File: config.mk
export PLATFORM = sky130hd
export DESIGN_NAME = counter_updown
export DESIGN_NICKNAME = d
export VERILOG_FILES = /design/src/rtl/counter_updown_pkg.sv /design/src/rtl/counter_updown_prescaler.sv /design/src/rtl/counter_updown.sv
export SDC_FILE = /design/constraint.sdc
export NUM_CORES = 1
export LEC_CHECK = 0
export CORE_ASPECT_RATIO = 0.8
export CORE_MARGIN = 10
export CORE_UTILIZATION = 40
export CTS_CLUSTER_SIZE = 24
export DETAILED_ROUTE_END_ITERATION = 7
export GPL_TIMING_DRIVEN = 0
export PLACE_DENSITY = 0.79
export SYNTH_ARGS = -nofsm -noshare
export SYNTH_HDL_FRONTEND = slang
export SYNTH_SLANG_ARGS = --single-unit
File: constraint.sdc
create_clock -name clock -period 1.9 [get_ports clock]
set_input_delay 0.38 -clock clock [delete_from_list [all_inputs] [get_ports clock]]
set_output_delay 0.38 -clock clock [all_outputs]
set_load 0.05 [all_outputs]
File: src/rtl/counter_updown_pkg.sv
// counter_updown_pkg: shared direction/mode encodings and width helper for the up/down counter
package counter_updown_pkg;
    localparam logic DIR_DOWN  = 1'b0;
    localparam logic DIR_UP    = 1'b1;
    localparam logic MODE_WRAP = 1'b0;
    localparam logic MODE_SAT  = 1'b1;
    function automatic int clog2(input int v);
        int r;
        r = 0;
        for (int i = 0; i < 31; i++)
            if ((1 << i) < v) r = i + 1;
        return r;
    endfunction
endpackage

File: src/rtl/counter_updown_prescaler.sv
// counter_updown_prescaler: divides enabled cycles into one tick every Prescale enabled cycles
module counter_updown_prescaler
    import counter_updown_pkg::*;
#(
    parameter int Prescale = 1
) (
    input  logic clock,
    input  logic reset,
    input  logic enable,
    input  logic clear,
    output logic tick
);
    localparam int W = (clog2(Prescale) < 1) ? 1 : clog2(Prescale);
    localparam logic [W-1:0] LAST = W'(Prescale - 1);
    logic [W-1:0] cnt;
    assign tick = enable && cnt == LAST;
    // advance on enabled cycles, restart on tick, clear or reset
    always_ff @(posedge clock)
        if (reset || clear) cnt <= '0;
        else if (enable) cnt <= tick ? '0 : cnt + 1'b1;
endmodule

File: src/rtl/counter_updown.sv
// counter_updown: prescaled up/down counter with load, modulo limit, wrap/saturate and event pulses
// Optional sticky overflow flag with clear_flags input: define COUNTER_UPDOWN_STICKY_EN
module counter_updown
    import counter_updown_pkg::*;
#(
    parameter int Size = 5,
    parameter logic [Size-1:0] Limit = {Size{1'b1}},
    parameter int Prescale = 1
) (
    input  logic            clock,
    input  logic            reset,
    input  logic            enable,
    input  logic            up,
    input  logic            saturate,
    input  logic            load,
    input  logic [Size-1:0] load_value,
`ifdef COUNTER_UPDOWN_STICKY_EN
    input  logic            clear_flags,
    output logic            overflow,
`endif
    output logic [Size-1:0] count,
    output logic            tc,
    output logic            wrapped
);
    logic tick, at_bound, hold;
    logic [Size-1:0] bound, next;
    counter_updown_prescaler #(.Prescale(Prescale)) u_pre (
        .clock(clock), .reset(reset), .enable(enable), .clear(load), .tick(tick)
    );
    assign bound    = (up == DIR_UP) ? Limit : '0;
    assign at_bound = count == bound;
    assign hold     = saturate == MODE_SAT;
    assign next     = at_bound ? (hold ? count : (up == DIR_UP ? '0 : Limit))
                               : (up == DIR_UP ? count + 1'b1 : count - 1'b1);
    // count register with reset > load > tick priority; pulses only follow a real move
    always_ff @(posedge clock)
        if (reset) begin
            count   <= '0;
            tc      <= 1'b0;
            wrapped <= 1'b0;
        end else if (load) begin
            count   <= (load_value > Limit) ? Limit : load_value;
            tc      <= 1'b0;
            wrapped <= 1'b0;
        end else begin
            tc      <= tick && !at_bound && next == bound;
            wrapped <= tick && at_bound && !hold;
            if (tick) count <= next;
        end
`ifdef COUNTER_UPDOWN_STICKY_EN
    // sticky overflow: a boundary tick sets it and beats a simultaneous clear
    always_ff @(posedge clock)
        if (reset) overflow <= 1'b0;
        else if (tick && !load && at_bound) overflow <= 1'b1;
        else if (clear_flags) overflow <= 1'b0;
`endif
endmodule

After elaboration in Yosys (flattened, before gate mapping)
Index checks and enable logic that the tools add are counted.
- add/sub/neg operators: 3
- order comparisons: 1
- equality and inequality tests: 2
- muxes and demuxes: 9
- bitwise operators: 1
- reduce and logical (&&, ||, !) cells: 10
- operators by type and width (cell ; number):
    2-to-1 mux 5 bit ; 8
    equality test 5 bit ; 2
    adder 5 x 1 -> 5 bit, second input constant ; 1
    greater-than comparator 5 bit, second input constant ; 1
    logical AND 1 bit ; 5
    subtractor 5 x 1 -> 5 bit, second input constant ; 1
    logical NOT 1 bit ; 2
    nonzero test 2 bit ; 1
    OR reduction 2 bit ; 1
    adder 1 bit, second input constant ; 1
    logical OR 1 bit ; 1
    2-to-1 mux 1 bit ; 1
    inverter 1 bit ; 1
- flip-flop bits (word level): 8
- output and inout port bits: 7
- logic and storage cells: 30

Longest topological paths before layout
Gate-level depths: netlist of the first run.
- depth after elaboration: 5
- mapped depth: 9
- mapped depth without buffers: 8

Cells and area by module
From an unflattened synthesis of the first run, not the netlist that was laid out.
- cells, all modules: 78
- area, all modules: 641.9 sq um
- modules (own cells, without submodules) (module ; instances ; cells each ; area each (sq um)):
    counter_updown ; 1 ; 75 ; 600.6
    counter_updown_prescaler ; 1 ; 3 ; 41.3

Worst setup path before layout of the first run
No wires, ideal clock.
- kind: reg-to-reg
- start point: register count[0]
- end point: register tc
- library setup time: 72 ps
- arrival time: 2349 ps
- required time: 1828 ps
- slack: -521 ps
- cell stages (with the launch flop): 9
- clock period less this slack: 2421 ps
- cells stage by stage: dfxtp_1 -> inv_1 -> fa_1 -> nand2b_1 -> a21oi_1 -> xnor2_1 -> a21oi_1 -> a311oi_2 -> mux2i_1
- cells in the longest elaborated chain, start to end: 5
- elaborated cells between the ends (all ways): 10
- RTL lines (what ; line ; RTL):
    start, declared ; counter_updown.sv:21 ; output logic [Size-1:0] count,
    start signal, assigned ; counter_updown.sv:42 ; count <= (load_value > Limit) ? Limit : load_value;
    start signal, assigned ; counter_updown.sv:48 ; if (tick) count <= next;
    subtractor 5 x 1 -> 5 bit or adder 5 x 1 -> 5 bit (tied branches) ; counter_updown.sv:34 ; : (up == DIR_UP ? count + 1'b1 : count - 1'b1);
    2-to-1 mux 5 bit ; counter_updown.sv:34 ;
    2-to-1 mux 5 bit ; counter_updown.sv:33 ; assign next = at_bound ? (hold ? count : (up == DIR_UP ? '0 : Limit))
    equality test 5 bit ; counter_updown.sv:46 ; tc <= tick && !at_bound && next == bound;
    logical AND 1 bit (*) ; counter_updown.sv:46 ;
    end signal, assigned ; counter_updown.sv:46 ;
    end, declared ; counter_updown.sv:22 ; output logic tc,
Every way passes the cells marked *; elsewhere a longest branch is shown, timed or not.
A chain may end at the register's enable or synchronous reset.

Worst setup path after layout of the first run
Ends and elaborated chain as after synthesis.

==> impl_metrics.tcl, run 1 <==
set metrics [dict create \
    ant_nets 0 \
    synthCells 85 \
    min_from "saturate" \
    cts_tree "done" \
    critPathCaptureType "flop" \
    num_vias 711 \
    hold_viol 0 \
    leakagePower_nw 0.395 \
    grt_pass1_wl_mm 3.23 \
    fillers 142 \
    avgSynthCellArea_um2 7.83 \
    syn-num-nets 100 \
    fin_crit_sh_pct 101 \
    violations "setup timing" \
    finalCoreUtilization_pct 65.4 \
    gp_congestion 0.909 \
    ir_worst_vdd_v 0.000544 \
    power_density_nw_per_um2 593 \
    place_hpwl_mm 1.41 \
    port-buffer-count 15 \
    area_growth_pct 56.6 \
    tns_ns -0.0121 \
    die_w_um 65.6 \
    yosys.area.top_type "dfxtp_1" \
    cp_slowest_cell "dfxtp_4" \
    numCtsBuffers 3 \
    fp.dieH_um 56.5 \
    synth_flop_cell "dfxtp_1" \
    final_common_cell "clkdlybuf4s50_1" \
    period_needed_ns 1.91 \
    cts_root_buf "clkbuf_4" \
    ys_top_cells_by_area "dfxtp_1, a21oi_1, mux2i_1, ha_1, o21ai_0" \
    track_usage_pct 10.7 \
    pre_cts_slack_ns -0.855 \
    min_path_type "input port to flop" \
    drive_above_1_share_pct 33.9 \
    grt_pass1_vias 739 \
    final_nets 129 \
    timing.rr.start "count[0]" \
    diodes 0 \
    ys_warn_count 0 \
    critPathMaxStageDelay_ns 0.37 \
    setup_viol 1 \
    max-slew-margin-rel_pct 65.8 \
    finalClockSkew_ns 0.00105 \
    tightest_slew_ns 0.511 \
    synth.distinct_cells 32 \
    gr-total-overflow 0 \
    final_cell_mix "clkdlybuf4s50_1, buf_4, nand2_1, nor2_1, a21oi_1" \
    rsz0062_at_grt "yes" \
    drt-total-wl_mm 1.95 \
    status "finished, violations left" \
    synth_area_um2 666 \
    dieArea_um2 3710 \
    synth-seq-area-share_pct 24.1 \
    worstSetupStartpoint "count[0]" \
    clk_latency_ns 0.25 \
    clk_pin_slew_ns 0.05 \
    pin_count 18 \
    critPathRequiredTime_ns 2.08 \
    cts.sinks 8 \
    drt_iter0_drc 16 \
    critPathLaunchType "flop" \
    first_pass_iters 4 \
    synth_edf_count 0 \
    rows 13 \
    ff2ff_setup_slack_ns -0.01 \
    htree_levels 1 \
    start_util_pct 41.8 \
    fmax_ghz 0.523 \
    yosys.area.top_type_share_pct 24.1 \
    critPathKind "flop to flop" \
    fin_ws_ns -0.0121 \
    async_flop_share_pct 0 \
    antenna_found_initial 0 \
    cp_max_fo 5 \
    viasPerCell 5.31 \
    arrival_ns 2.09 \
    coreArea_um2 1590 \
    wl_per_cell_um 14.5 \
    cts.path.max_buffers 2 \
    ys_seq_elements 8 \
    cp_cell_sequence "inv_2 -> fa_2 -> nand2b_4 -> a21oi_2 -> xnor2_1 -> a21oi_1 -> a311oi_2 -> mux2i_1" \
    drc_errors 0 \
    maxSlewViolCount 0 \
    cap_violations 0 \
    grt_max_degree 11 \
]
==> through the flow <==
| step | instance area (µm²) | power, mW | hold slack (ns) | std cells |
|---|---|---|---|---|
| 3_3_place_gp | 917 | 0.446 | 0.464 | 122 |
| 5_1_grt | 1040 | 0.658 | 0.374 | 134 |
| 2_1_floorplan | 739 | 0.382 | 0.442 | 85 |
| 4_1_cts | 995 | 0.594 | 0.371 | 132 |
| 3_5_place_dp | 917 | 0.451 | 0.472 | 122 |
| 6_report | 1040 | 0.619 | 0.373 | 134 |
==> routing by layer <==
layer	global-route usage, %	share of wire, %	up-vias
met3	5.94	6.3	2
met4	1.83	1.1	0
li1	-	-	362
met1	11.9	44	325
met5	0	0	-
met2	17.4	48	22
==> worst paths after layout <==
path               end  cells after the start
max reg2reg         tc                      8
max                 tc                      8
min reg2reg  u_pre.cnt                      1
min            wrapped                      2
==> report_power, final <==
| part | leakage, nW | internal, mW | switching (mW) |
|---|---|---|---|
| registers | 0.0675 | 0.179 | 0.0151 |
| logic | 0.314 | 0.142 | 0.159 |
| clock network | 0.0138 | 0.0719 | 0.0520 |
| total | 0.395 | 0.392 | 0.226 |
==> logic make-up (layout without fill, tap and decap cells) <==
family	count (synthesis)	in the layout	share of synthesized area (%)
AND/OR/NAND/NOR	31	31	24.8
AO/OA/AOI/OAI	25	25	24.2
buffers and inverters	10	37	8.27
flip-flops	8	8	24.1
adder cells (fa/ha/maj)	4	4	8.65
multiplexers	4	4	6.02
XOR/XNOR	3	3	3.95
==> cell type report <==
class | instances | area (µm²) | area share [%]
buffer | 4 | 36.3 | 3.48
multi-input combinational | 67 | 543 | 52.1
timing repair buffer | 24 | 216 | 20.8
inverter | 6 | 26.3 | 2.52
clock buffer | 3 | 22.5 | 2.16
sequential | 8 | 170 | 16.3
tap | 22 | 27.5 | 2.64
==> flip-flops by register name, indices dropped and copies added, names as in the netlist <==
signal     count
count          5
tc             1
u_pre.cnt      1
wrapped        1
==> critical path: cells and delay by family (launching register included) <==
kind | cells | cell delay, ns
fa+ha+maj | 1 | 0.34
simple gates | 1 | 0.15
xor+xnor | 1 | 0.15
compound gates | 3 | 0.57
mux | 1 | 0.21
flops | 1 | 0.37
buf+inv | 1 | 0.05
==> what timing repair did <==
item	4_1_cts	5_1_grt
setup buffers	7	2
hold buffers	0	0
setup endpoints to repair	8	6
pin swaps	6	3
gates resized for setup	10	9
==> synth_stat cells (all sizes together), types with 2 or more instances <==
cell type,count
inv,6
o21ai,8
nand2,7
clkbuf,3
dfxtp,8
nand3,3
nor2,7
nand2b,3
o22ai,2
nor3,3
xnor2,2
ha,3
mux2i,4
a21o,4
or3,2
a21oi,9
Power figures use the tool's default switching activity.
==> inputs of run 2 (changes only) <==
SLEW_MARGIN = 20   (was default)
==> results of run 2 <==
Same layout as run 1: the final DEF is identical, and so are final timing and power.
